`config.mk`:
```
export PLATFORM = sky130hd
export DESIGN_NAME = bin2bcd_seq
export DESIGN_NICKNAME = d
export VERILOG_FILES = /design/src/rtl/bcd_pkg.sv /design/src/rtl/bcd_dabble_digit.sv /design/src/rtl/bin2bcd_seq.sv
export SDC_FILE = /design/constraint.sdc
export NUM_CORES = 1
export LEC_CHECK = 0
export CAP_MARGIN = 20
export CORE_AREA = 2 2 120 122
export CTS_CLUSTER_SIZE = 16
export DETAILED_ROUTE_END_ITERATION = 12
export DIE_AREA = 0 0 122 124
export PLACE_DENSITY = 0.72
export SYNTH_ARGS = -nofsm -noshare
export SYNTH_HDL_FRONTEND = slang
export SYNTH_HIERARCHICAL = 1
export SYNTH_SLANG_ARGS = --single-unit
```
`constraint.sdc`:
```
create_clock -name clk -period 5.3 [get_ports clk]
set_input_delay 1.06 -clock clk [delete_from_list [all_inputs] [get_ports clk]]
set_output_delay 1.06 -clock clk [all_outputs]
set_load 0.05 [all_outputs]
```
`src/rtl/bcd_pkg.sv`:
```
// Shared BCD definitions: converter FSM states, digit width and counter sizing.
// Also imported by the adder-side modules of the BCD arithmetic chain.
package bcd_pkg;

    typedef enum logic [1:0] {
        IDLE  = 2'd0,
        SHIFT = 2'd1,
        DONE  = 2'd2
    } bcd_state_t;

    localparam int BCD_DIGIT_W = 4;

    // Bits needed to hold a shift count running from bin_w down to 0.
    function automatic int cnt_width(input int bin_w);
        return (bin_w < 1) ? 1 : $clog2(bin_w + 1);
    endfunction

endpackage

```
`src/rtl/bcd_dabble_digit.sv`:
```
// One digit of the shift-add-3 correction: a digit of 5 or more gets +3
// so that the following left shift carries correctly into the next digit.
module bcd_dabble_digit
    import bcd_pkg::*;
(
    input  logic [BCD_DIGIT_W-1:0] din,
    output logic [BCD_DIGIT_W-1:0] dout
);

    // Pre-shift correction, 4-bit wrap is intended (inputs are 0..9).
    always_comb begin
        dout = din;
        if (din >= BCD_DIGIT_W'(5)) begin
            dout = din + BCD_DIGIT_W'(3);
        end
    end

endmodule

```
`src/rtl/bin2bcd_seq.sv`:
```
// Sequential binary-to-packed-BCD converter (double dabble), one bit per clock.
// Digits beyond DIGITS are dropped; any bit carried out of the top digit sets
// a sticky overflow, so bcd_out is the value mod 10^DIGITS.
// The result is copied into dedicated output registers on the last shift,
// so bcd_out/overflow do not churn while a conversion is running.
module bin2bcd_seq
    import bcd_pkg::*;
#(
    parameter int BIN_W  = 32,
    parameter int DIGITS = 10
) (
    input  logic                          clk,
    input  logic                          areset,
    input  logic                          in_valid,
    output logic                          in_ready,
    input  logic [BIN_W-1:0]              bin_in,
    output logic                          out_valid,
    input  logic                          out_ready,
    output logic [BCD_DIGIT_W*DIGITS-1:0] bcd_out,
    output logic                          overflow
);

    localparam int CNT_W = cnt_width(BIN_W);
    localparam int BCD_W = BCD_DIGIT_W * DIGITS;

    bcd_state_t        state;
    bcd_state_t        state_nxt;
    logic [BIN_W-1:0]  bin_q;
    logic [BCD_W-1:0]  bcd_q;
    logic              ovf_q;
    logic [CNT_W-1:0]  cnt_q;
    logic [BCD_W-1:0]  bcd_res_q;
    logic              ovf_res_q;

    logic [BCD_W-1:0]  bcd_adj;
    logic [BCD_W-1:0]  bcd_shift;
    logic              ovf_bit;
    logic              accept;
    logic              last_shift;

    assign accept     = (state == IDLE) && in_valid;
    assign last_shift = (state == SHIFT) && (cnt_q == CNT_W'(1));

    genvar g;
    generate
        for (g = 0; g < DIGITS; g++) begin : g_digit
            bcd_dabble_digit u_digit (
                .din  (bcd_q[g*BCD_DIGIT_W +: BCD_DIGIT_W]),
                .dout (bcd_adj[g*BCD_DIGIT_W +: BCD_DIGIT_W])
            );
        end
    endgenerate

    // {corrected BCD, binary} shifted left by one; the top BCD bit falls out.
    assign bcd_shift = {bcd_adj[BCD_W-2:0], bin_q[BIN_W-1]};
    assign ovf_bit   = bcd_adj[BCD_W-1];

    // State register.
    always_ff @(posedge clk or posedge areset) begin
        if (areset) begin
            state <= IDLE;
        end else begin
            state <= state_nxt;
        end
    end

    // Next-state decode.
    always_comb begin
        state_nxt = state;
        case (state)
            IDLE:    if (in_valid)   state_nxt = SHIFT;
            SHIFT:   if (last_shift) state_nxt = DONE;
            DONE:    if (out_ready)  state_nxt = IDLE;
            default: state_nxt = IDLE;
        endcase
    end

    // Load, shift-add-3 iteration, sticky overflow and result capture.
    always_ff @(posedge clk or posedge areset) begin
        if (areset) begin
            bin_q     <= '0;
            bcd_q     <= '0;
            ovf_q     <= 1'b0;
            cnt_q     <= '0;
            bcd_res_q <= '0;
            ovf_res_q <= 1'b0;
        end else if (accept) begin
            bin_q <= bin_in;
            bcd_q <= '0;
            ovf_q <= 1'b0;
            cnt_q <= CNT_W'(BIN_W);
        end else if (state == SHIFT) begin
            bin_q <= bin_q << 1;
            bcd_q <= bcd_shift;
            ovf_q <= ovf_q | ovf_bit;
            cnt_q <= cnt_q - CNT_W'(1);
            if (last_shift) begin
                bcd_res_q <= bcd_shift;
                ovf_res_q <= ovf_q | ovf_bit;
            end
        end
    end

    assign in_ready  = (state == IDLE);
    assign out_valid = (state == DONE);
    assign bcd_out   = bcd_res_q;
    assign overflow  = ovf_res_q;

endmodule

```
==> run metrics, run 1 <==
most common library cells after synthesis nand2_1 (188), dfrtp_1 (122), nand3_1 (43); syn_area_per_cell 9.98 µm²; Clock transition at path regs about 0.050 ns; Worst Hold Class flop to flop; Diodes inserted 0; # Post-CTS Setup Buffers 0; core area 0.0137 mm²; Initial DRT Pass Iterations 4; Fin. Hold Viols 0; Num CTS Buffers 17; VDD IR-drop max between 0.2 and 0.25 mV; post-route cell area approximately 0.0075 mm²; antenna violations before repair 0; Clock Latency Late Sink 0.42 ns; endpoints failing setup 0; global route total overflow 0; Slew Limit Fails 0; RSZ-0062 raised after global routing false; Power per Cell Area 708 mW/mm²; Initial DRC Count 223; Die Ht around 120 µm; outcome finished, final reports clean; pre-CTS setup slack 2.37 ns; kind of critical path flop to output port; Post-Route WL approximately 13,000 µm; NumNets Final 739; Crit-path slowest cell clkdlybuf4s50_1; post-route ant nets 0; Final Util 0.547; synth warn 6; CTS tree yes; Fmax 316 MHz; Post-synth EDFFs 0; Syn Inst Count 609; DRC errors left 0; Die Footprint between 0.015 and 0.02 mm²; Cell Rows 43; Yosys top cell area share 0.502; post-synthesis async set-or-reset flop share 1.00; maximum fanout along the worst path 9; TNS Setup 0 ns; slew margin rel. 0.348; largest net degree at the start of global routing 47; Critical path origin state[1]; Final Skew 0.00882 ns; count leader, synth nand2_1; synth top area cells dfrtp_1 (50%), nand2_1 (12%), mux2_4 (9.6%), ha_1 (4.5%), a22oi_1 (3.8%); ys flop type dfrtp_1; CTS Buffer Depth 2; vias in the first global route 4,500; critical-path cell list nand2b_1 > inv_1 > clkdlybuf4s50_1; setup slack, reg-to-reg between 3 and 4 ns; Chip Width roughly 120 µm; Area Growth Syn to Fin 23.4%; HPWL Detailed 8130 µm; GRT Overall Usage 0.177; Largest stage delay, worst path around 0.80 ns; placed instance area 0.00698 mm²; Initial Utilization 0.443; worst r2r path cells 4; port buffer count between 70 and 80; RR Endpoint bin_q[11]; Resize count post-CTS 0; crit path launch type flop; Root Driver clkbuf_16; vias per cell between 5 and 6; io pins between 70 and 80; Worst R2R Start state[0]; Slew @ Worst Pin 0.977 ns; number of H-tree levels 4; leakage 0.00378 µW; Req. time, crit path 4.24 ns; area of the mapped netlist approximately 0.0061 mm²; Tmin final 3.17 ns; routed len/inst 14.4 µm; Worst Setup End Kind output port; Seq cells post-synth 122; vias 4,527; worst setup path endpoint out_valid; Final Cycle Share 0.598; clock sinks 122; Net Count, Synth 667; most area-hungry cell type in the Yosys netlist dfrtp_1; # hold bufs at CTS 0; layout cells sized above 1 0.128; global-route wire length before repair 21,000 µm; final setup margin 2.13 ns; Yosys cell types 33; gpl congestion 0.763; max_cap viols 0; register area share after synthesis 0.502; Arr. time, crit path 2.11 ns
## worst min-delay path by stage
| stage | from | end | slack [ns] | cells after the start |
|---|---|---|---|---|
| 2_1_floorplan | bin_q[10] | bin_q[10] | 0.45 | 2 |
| 3_3_place_gp | bin_q[17] | bin_q[17] | 0.46 | 2 |
| 3_5_place_dp | bin_q[10] | bin_q[10] | 0.46 | 2 |
| 4_1_cts | bin_q[10] | bin_q[10] | 0.48 | 2 |
| 5_1_grt | bin_q[10] | bin_q[10] | 0.49 | 2 |
| 6_report | bin_q[10] | bin_q[10] | 0.48 | 2 |
## kinds of logic (layout without fill, tap and decap cells)
logic type / Yosys count / in the layout / share of synthesized area
flops: 122 / 122 / 0.502
fa+ha+maj: 22 / 22 / 0.0453
compound gates: 72 / 72 / 0.0795
xor+xnor: 10 / 10 / 0.0144
simple gates: 277 / 277 / 0.199
mux: 52 / 52 / 0.118
buf+inv: 54 / 135 / 0.0410
## critical path: cells and delay by family, from the launching register on
kind | cells | cell delay (ns)
buffers and inverters | 2 | 0.91
flip-flops | 1 | 0.62
AND/OR/NAND/NOR | 1 | 0.16
## per-layer routing
metal  share of wire  wire [µm]  track usage  up-vias
li1                -          -            -     2168
met1            0.45       5690        0.219     2232
met2            0.48       6010        0.297      106
met3           0.046        573       0.0421       21
met4           0.019        232       0.0790        0
met5               0          0            0        -
## cells in the final DEF, fill, tap and decap left out, drive strengths merged, types with 5 or more instances in the layout
cell	n
buf	5
nor2	14
o21ai	24
nand2b	22
dfrtp	122
inv	24
ha	22
mux2	40
clkdlybuf4s50	78
nand3	43
clkbuf	24
nand2	189
a21oi	13
a22oi	31
mux2i	12
xnor2	10
## registers in the layout, summed over array words and instances, names as in the netlist
signal    flops
bcd_out      40
bcd_q        40
bin_q        32
cnt_q         6
overflow      1
ovf_q         1
state         2
## where the power goes
part	switching [µW]	internal, µW	total, µW
registers	344	1360	1700
logic	1550	1010	2570
clock network	382	655	1040
## area by class of cell
class	instances	area (µm²)
Clock buffer	24	472
Clock inverter	4	45.0
Fill cell	1199	6220
Inverter	24	92.6
Multi-Input combinational cell	433	2790
Sequential cell	122	3050
Tap cell	180	225
Timing Repair Buffer	83	818
## per-stage QoR
step | hold slack [ns] | cells | total power, µW
detailed placement | 0.464 | 842 | 4290
floorplan | 0.446 | 609 | 3590
CTS | 0.477 | 870 | 5350
global placement | 0.459 | 842 | 4160
finish | 0.476 | 870 | 5310
global route | 0.488 | 870 | 5690
Note: power is estimated with default switching activity, not from simulation.
==> inputs of run 2 (changes only) <==
Clock period 5.3 ns to 3.1 ns, I/O delays scaled along.
==> run metrics, run 2 (synthesis gave the netlist of run 1 again) <==
Post-Route WL 12,400 µm (-1.2%); Storage cell area 0.00305 mm² (unchanged); vias in the first global route 4,471 (-0.64%); commonest non-fill, non-tap cells in the layout nand2_1 (188), dfrtp_1 (122), clkdlybuf4s50_1 (78), nand3_1 (43), mux2_4 (39); Crit-path slowest cell clkdlybuf4s50_1; antenna violations before repair 0 (unchanged); combined area of the multi-input logic cells 0.00279 mm² (unchanged); Cell Rows 43 (unchanged); Slew @ Worst Pin 1.01 ns (+0.0296 ns); clock share of power 0.229 (+0.034); Top Layer Used met4; Comb pwr share 0.464 (-0.020); largest net degree at the start of global routing 46 (-2.1%); setup slack, reg-to-reg 0.92 ns (-2.17 ns); Root Driver clkbuf_16; endpoints failing setup 0 (unchanged); Largest stage delay, worst path 0.80 ns (about the same); max_cap viols 0 (unchanged); total power 9480 µW (+79%); Worst path depth 3 (unchanged); Diodes inserted 0 (unchanged); filler-free cell count of the finished design 879 (+1.0%); Req. time, crit path 2.48 ns (-1.76 ns); Power per Cell Area 1230 mW/mm² (+74%); Initial DRT Pass Iterations 4 (unchanged); maximum fanout along the worst path 9 (unchanged); gpl congestion 0.760 (-0.48%); crit path launch type flop; kind of critical path flop to output port; slew margin rel. 0.329 (-0.0197); outcome finished, final reports clean; global-route wire length before repair 21,100 µm (+0.39%); Die Ht 124 µm (unchanged); CTS Buffer Depth 2 (unchanged); Final Cycle Share 0.865; Worst Setup End Kind output port; Seq pwr share 0.307 (-0.014); CTS tree yes; switching share of total power 0.411 (-0.0182); port buffer count 78 (unchanged); number of H-tree levels 4 (unchanged); NumNets Final 744 (+0.68%); # hold bufs at CTS 0 (unchanged); critical-path cell list nand2b_1 > inv_1 > clkdlybuf4s50_1; HPWL Detailed 8350 µm (+2.7%); vias per cell 5.03 (-3.3%); DRC errors left 0 (unchanged); post-route ant nets 0 (unchanged); Num CTS Buffers 17 (unchanged); TNS Setup 0 ns (unchanged); Initial Utilization 0.443 (unchanged); routed len/inst 14.1 µm (-2.2%); Initial DRC Count 307 (+38%); met3 wire length 566 µm (-1.2%); Worst Hold Class flop to flop; Fin. Hold Viols 0 (unchanged); Die Footprint 0.0151 mm² (unchanged); clock sinks 122 (unchanged); VDD IR-drop max 0.504 mV (+110%); Pint 5580 µW (+84%); Clock transition at path regs 0.05 ns (about the same); CP top delay family buffers and inverters; WP buf/inv 2 (unchanged); Arr. time, crit path 2.06 ns (-0.05 ns); worst r2r path cells 3 (-1); Area Growth Syn to Fin 26.8%; placed cells 847 (+0.59%); GRT Overall Usage 0.179 (+0.00158); vias 4,425 (-2.3%); Fmax between 300 and 400 MHz; Clock Latency Late Sink 0.41 ns (about the same); most common cell after layout, fill and taps aside nand2_1; # Post-CTS Setup Buffers 0 (unchanged); global route total overflow 0 (unchanged); Final Skew 0.00685 ns (-0.00197 ns); layout cells sized above 1 0.143 (+0.0155); Psw 3900 µW (+71%); # fillers 1,187 (-1.0%); Chip Width 122 µm (unchanged); Resize count post-CTS 0 (unchanged); leakage 0.00388 µW (+2.6%); core area 0.0137 mm² (unchanged); io pins 79 (unchanged); routed length on met1 5650 µm (-0.69%); Slew Limit Fails 0 (unchanged); hold path depth 2 (unchanged); metal2 WL 5940 µm (-1.2%); Tmin final approximately 2.7 ns; RSZ-0062 raised after global routing false
## run 2: cell types whose count changed in the layout (fill, tap and decap cells not counted)
| cell | previous run | this run |
|---|---|---|
| buf_4 | 5 | 8 |
| clkinv_2 | 3 | 2 |
| clkinvlp_4 | 0 | 1 |
| inv_4 | 1 | 0 |
| bufinv_16 | 1 | 4 |
| clkbuf_8 | 2 | 7 |
| clkbuf_1 | 5 | 2 |
| buf_12 | 0 | 2 |
## run 2: cell type report
| class | count | share of cell area |
|---|---|---|
| Multi-Input combinational cell | 433 | 0.363 |
| Tap cell | 180 | 0.0292 |
| Inverter | 24 | 0.0122 |
| Sequential cell | 122 | 0.396 |
| Timing Repair Buffer | 88 | 0.114 |
| Clock inverter | 6 | 0.0169 |
| Clock buffer | 26 | 0.0687 |
## run 2: stage by stage
step	utilization	setup WS (ns)	instance area, µm²	hold slack [ns]
after detailed placement	0.514	0.665	7050	0.464
after global routing	0.562	0.345	7710	0.504
after floorplan	-	0.983	6080	0.446
after global placement	0.514	0.634	7050	0.459
after CTS	0.562	0.402	7710	0.478
final	0.562	0.418	7710	0.476
## run 2: metal layers
metal  track usage  vias to the layer above
met5             0                        -
met2         0.296                       91
li1              -                     2180
met1         0.222                     2137
met3        0.0504                       17
met4        0.0718                        0
## run 2: tightest hold or removal path: cells and delay by family, from the launching register on
kind / cells / cell delay [ns]
and+or+nand+nor: 2 / 0.10
DFF: 1 / 0.34
## run 2: power groups by stage
stage	Combinational (µW)	Sequential (µW)	Clock, µW
2_1_floorplan	2530	3610	0
3_3_place_gp	4270	2890	0
3_5_place_dp	4430	2920	0
4_1_cts	4440	2910	2220
5_1_grt	4870	3020	2300
6_report	4400	2910	2170
## run 2: final timing paths
kind / start / to
max reg2reg: state[0] / bcd_out[7]
max in group asynchronous: areset / bcd_out[8]
min reg2reg: bin_q[16] / bin_q[16]
max: state[1] / out_valid
min: bin_q[16] / bin_q[16]
min in group asynchronous: areset / bcd_q[10]
==> inputs of run 3 (changes only) <==
Settings changed: CORE_AREA 2 2 120 122 to 2 2 91 159, CTS_BUF_LIST set to sky130_fd_sc_hd__clkbuf_16, DIE_AREA 0 0 122 124 to 0 0 93 161.
Clock period 3.1 ns to 3.05 ns, I/O delays scaled along.
==> run metrics, run 3 (synthesis gave the netlist of run 1 again) <==
Final Skew 0.00925 ns (+0.00239 ns); RR Endpoint bcd_out[4]; HPWL Detailed 8280 µm (-0.80%); Tmin final 2.57 ns; slew margin rel. 0.344 (+0.0154); Post-Route WL 12,600 µm (+1.8%); leakage 0.00380 µW (-1.9%); vias per cell 5.14 (+2.1%); setup slack, reg-to-reg 0.88 ns (-0.04 ns); Cell Rows 57 (+33%); placed instance area 0.00701 mm² (-0.48%); kind of critical path flop to output port; Slew Limit Fails 0 (unchanged); CTS tree yes; TNS Setup 0 ns (unchanged); antenna violations before repair 0 (unchanged); Area Growth Syn to Fin 24.0%; Chip Width 93 µm (-24%); core area 0.0137 mm² (-0.19%); post-route ant nets 0 (unchanged); clock sinks 122 (unchanged); most common cell after layout, fill and taps aside nand2_1; Initial DRC Count 247 (-20%); Final Cycle Share 0.842; Fin. Hold Viols 0 (unchanged); global-route wire length before repair 21,300 µm (+1.2%); Worst Setup End Kind output port; Resize count post-CTS 0 (unchanged); Clock transition at path regs 0.05 ns (about the same); Die Ht 161 µm (+30%); Initial DRT Pass Iterations 4 (unchanged); Worst Hold Class flop to flop; Req. time, crit path 2.44 ns (-0.04 ns); Root Driver clkbuf_16; vias in the first global route 4,601 (+2.9%); GRT Overall Usage 0.178 (-0.00119); VDD IR-drop max 0.504 mV (about the same); maximum fanout along the worst path 9 (unchanged); # hold bufs at CTS 0 (unchanged); layout cells sized above 1 0.131 (-0.0121); RSZ-0062 raised after global routing false; io pins 79 (unchanged); Diodes inserted 0 (unchanged); Hold Slack 0.475 ns (-0.000989 ns); port buffer count 78 (unchanged); crit path launch type flop; number of H-tree levels 4 (unchanged); Initial Utilization 0.444 (+0.000850); largest net degree at the start of global routing 123 (+170%); Hold Path Origin bin_q[24]; CTS Buffer Depth 2 (unchanged); endpoints failing setup 0 (unchanged); Num CTS Buffers 17 (unchanged); routed len/inst 14.4 µm (+2.6%); total power 9260 µW (-2.3%); max_cap viols 0 (unchanged); outcome finished, final reports clean; post-route cell area 0.00753 mm² (-2.3%); gpl congestion 0.796 (+4.8%); NumNets Final 740 (-0.54%); Arr. time, crit path 1.96 ns (-0.10 ns); Worst R2R Start state[0]; Clock Latency Late Sink 0.41 ns (about the same); # Post-CTS Setup Buffers 0 (unchanged); Power per Cell Area 1230 mW/mm² (about the same); global route total overflow 0 (unchanged); Fmax 389 MHz; DRC errors left 0 (unchanged); Die Footprint 0.0150 mm² (-1.0%); Slew @ Worst Pin 0.984 ns (-0.0232 ns); hold path depth 2 (unchanged); vias 4,482 (+1.3%); worst r2r path cells 3 (unchanged); commonest non-fill, non-tap cells in the layout nand2_1 (188), dfrtp_1 (122), clkdlybuf4s50_1 (78), nand3_1 (43), mux2_4 (39); Hold Path End bin_q[24]
run 3: stage by stage:
| step | utilization | setup slack [ns] | instances |
|---|---|---|---|
| floorplan | - | 0.943 | 609 |
| global placement | 0.512 | 0.618 | 840 |
| detailed placement | 0.512 | 0.598 | 840 |
| CTS | 0.550 | 0.458 | 872 |
| global route | 0.550 | 0.388 | 872 |
| finish | 0.550 | 0.481 | 872 |
run 3: per-layer routing:
layer	share of wire	GRT usage
met1	0.40	0.205
met2	0.53	0.312
met3	0.045	0.0434
met4	0.022	0.0742
met5	0	0
run 3: final cells by class:
type | count | area [µm²]
Clock buffer | 17 | 425
Inverter | 24 | 93.8
Multi-Input combinational cell | 433 | 2790
Fill cell | 1204 | 6160
Tap cell | 177 | 221
Clock inverter | 15 | 93.8
Timing Repair Buffer | 84 | 851
Sequential cell | 122 | 3050
run 3: worst max-delay path by stage:
| stage | start | endpoint | slack [ns] |
|---|---|---|---|
| 2_1_floorplan | areset | bcd_out[0] | 0.94 |
| 3_3_place_gp | in_valid | cnt_q[1] | 0.62 |
| 3_5_place_dp | in_valid | cnt_q[1] | 0.60 |
| 4_1_cts | state[1] | out_valid | 0.46 |
| 5_1_grt | state[1] | out_valid | 0.39 |
| 6_report | state[0] | out_valid | 0.48 |
run 3: power by group:
group,internal (µW),switching (µW),leakage (µW),total [µW]
clock,1090,695,0.000269,1780
sequential,2360,592,0.00156,2950
combinational,1800,2720,0.00197,4520
total,5250,4010,0.00380,9260
run 3: critical path, stage by stage, from the launching register on:
cell,delay (ns)
dfrtp_1,0.50
nand2b_1,0.21
inv_1,0.06
clkdlybuf4s50_1,0.79
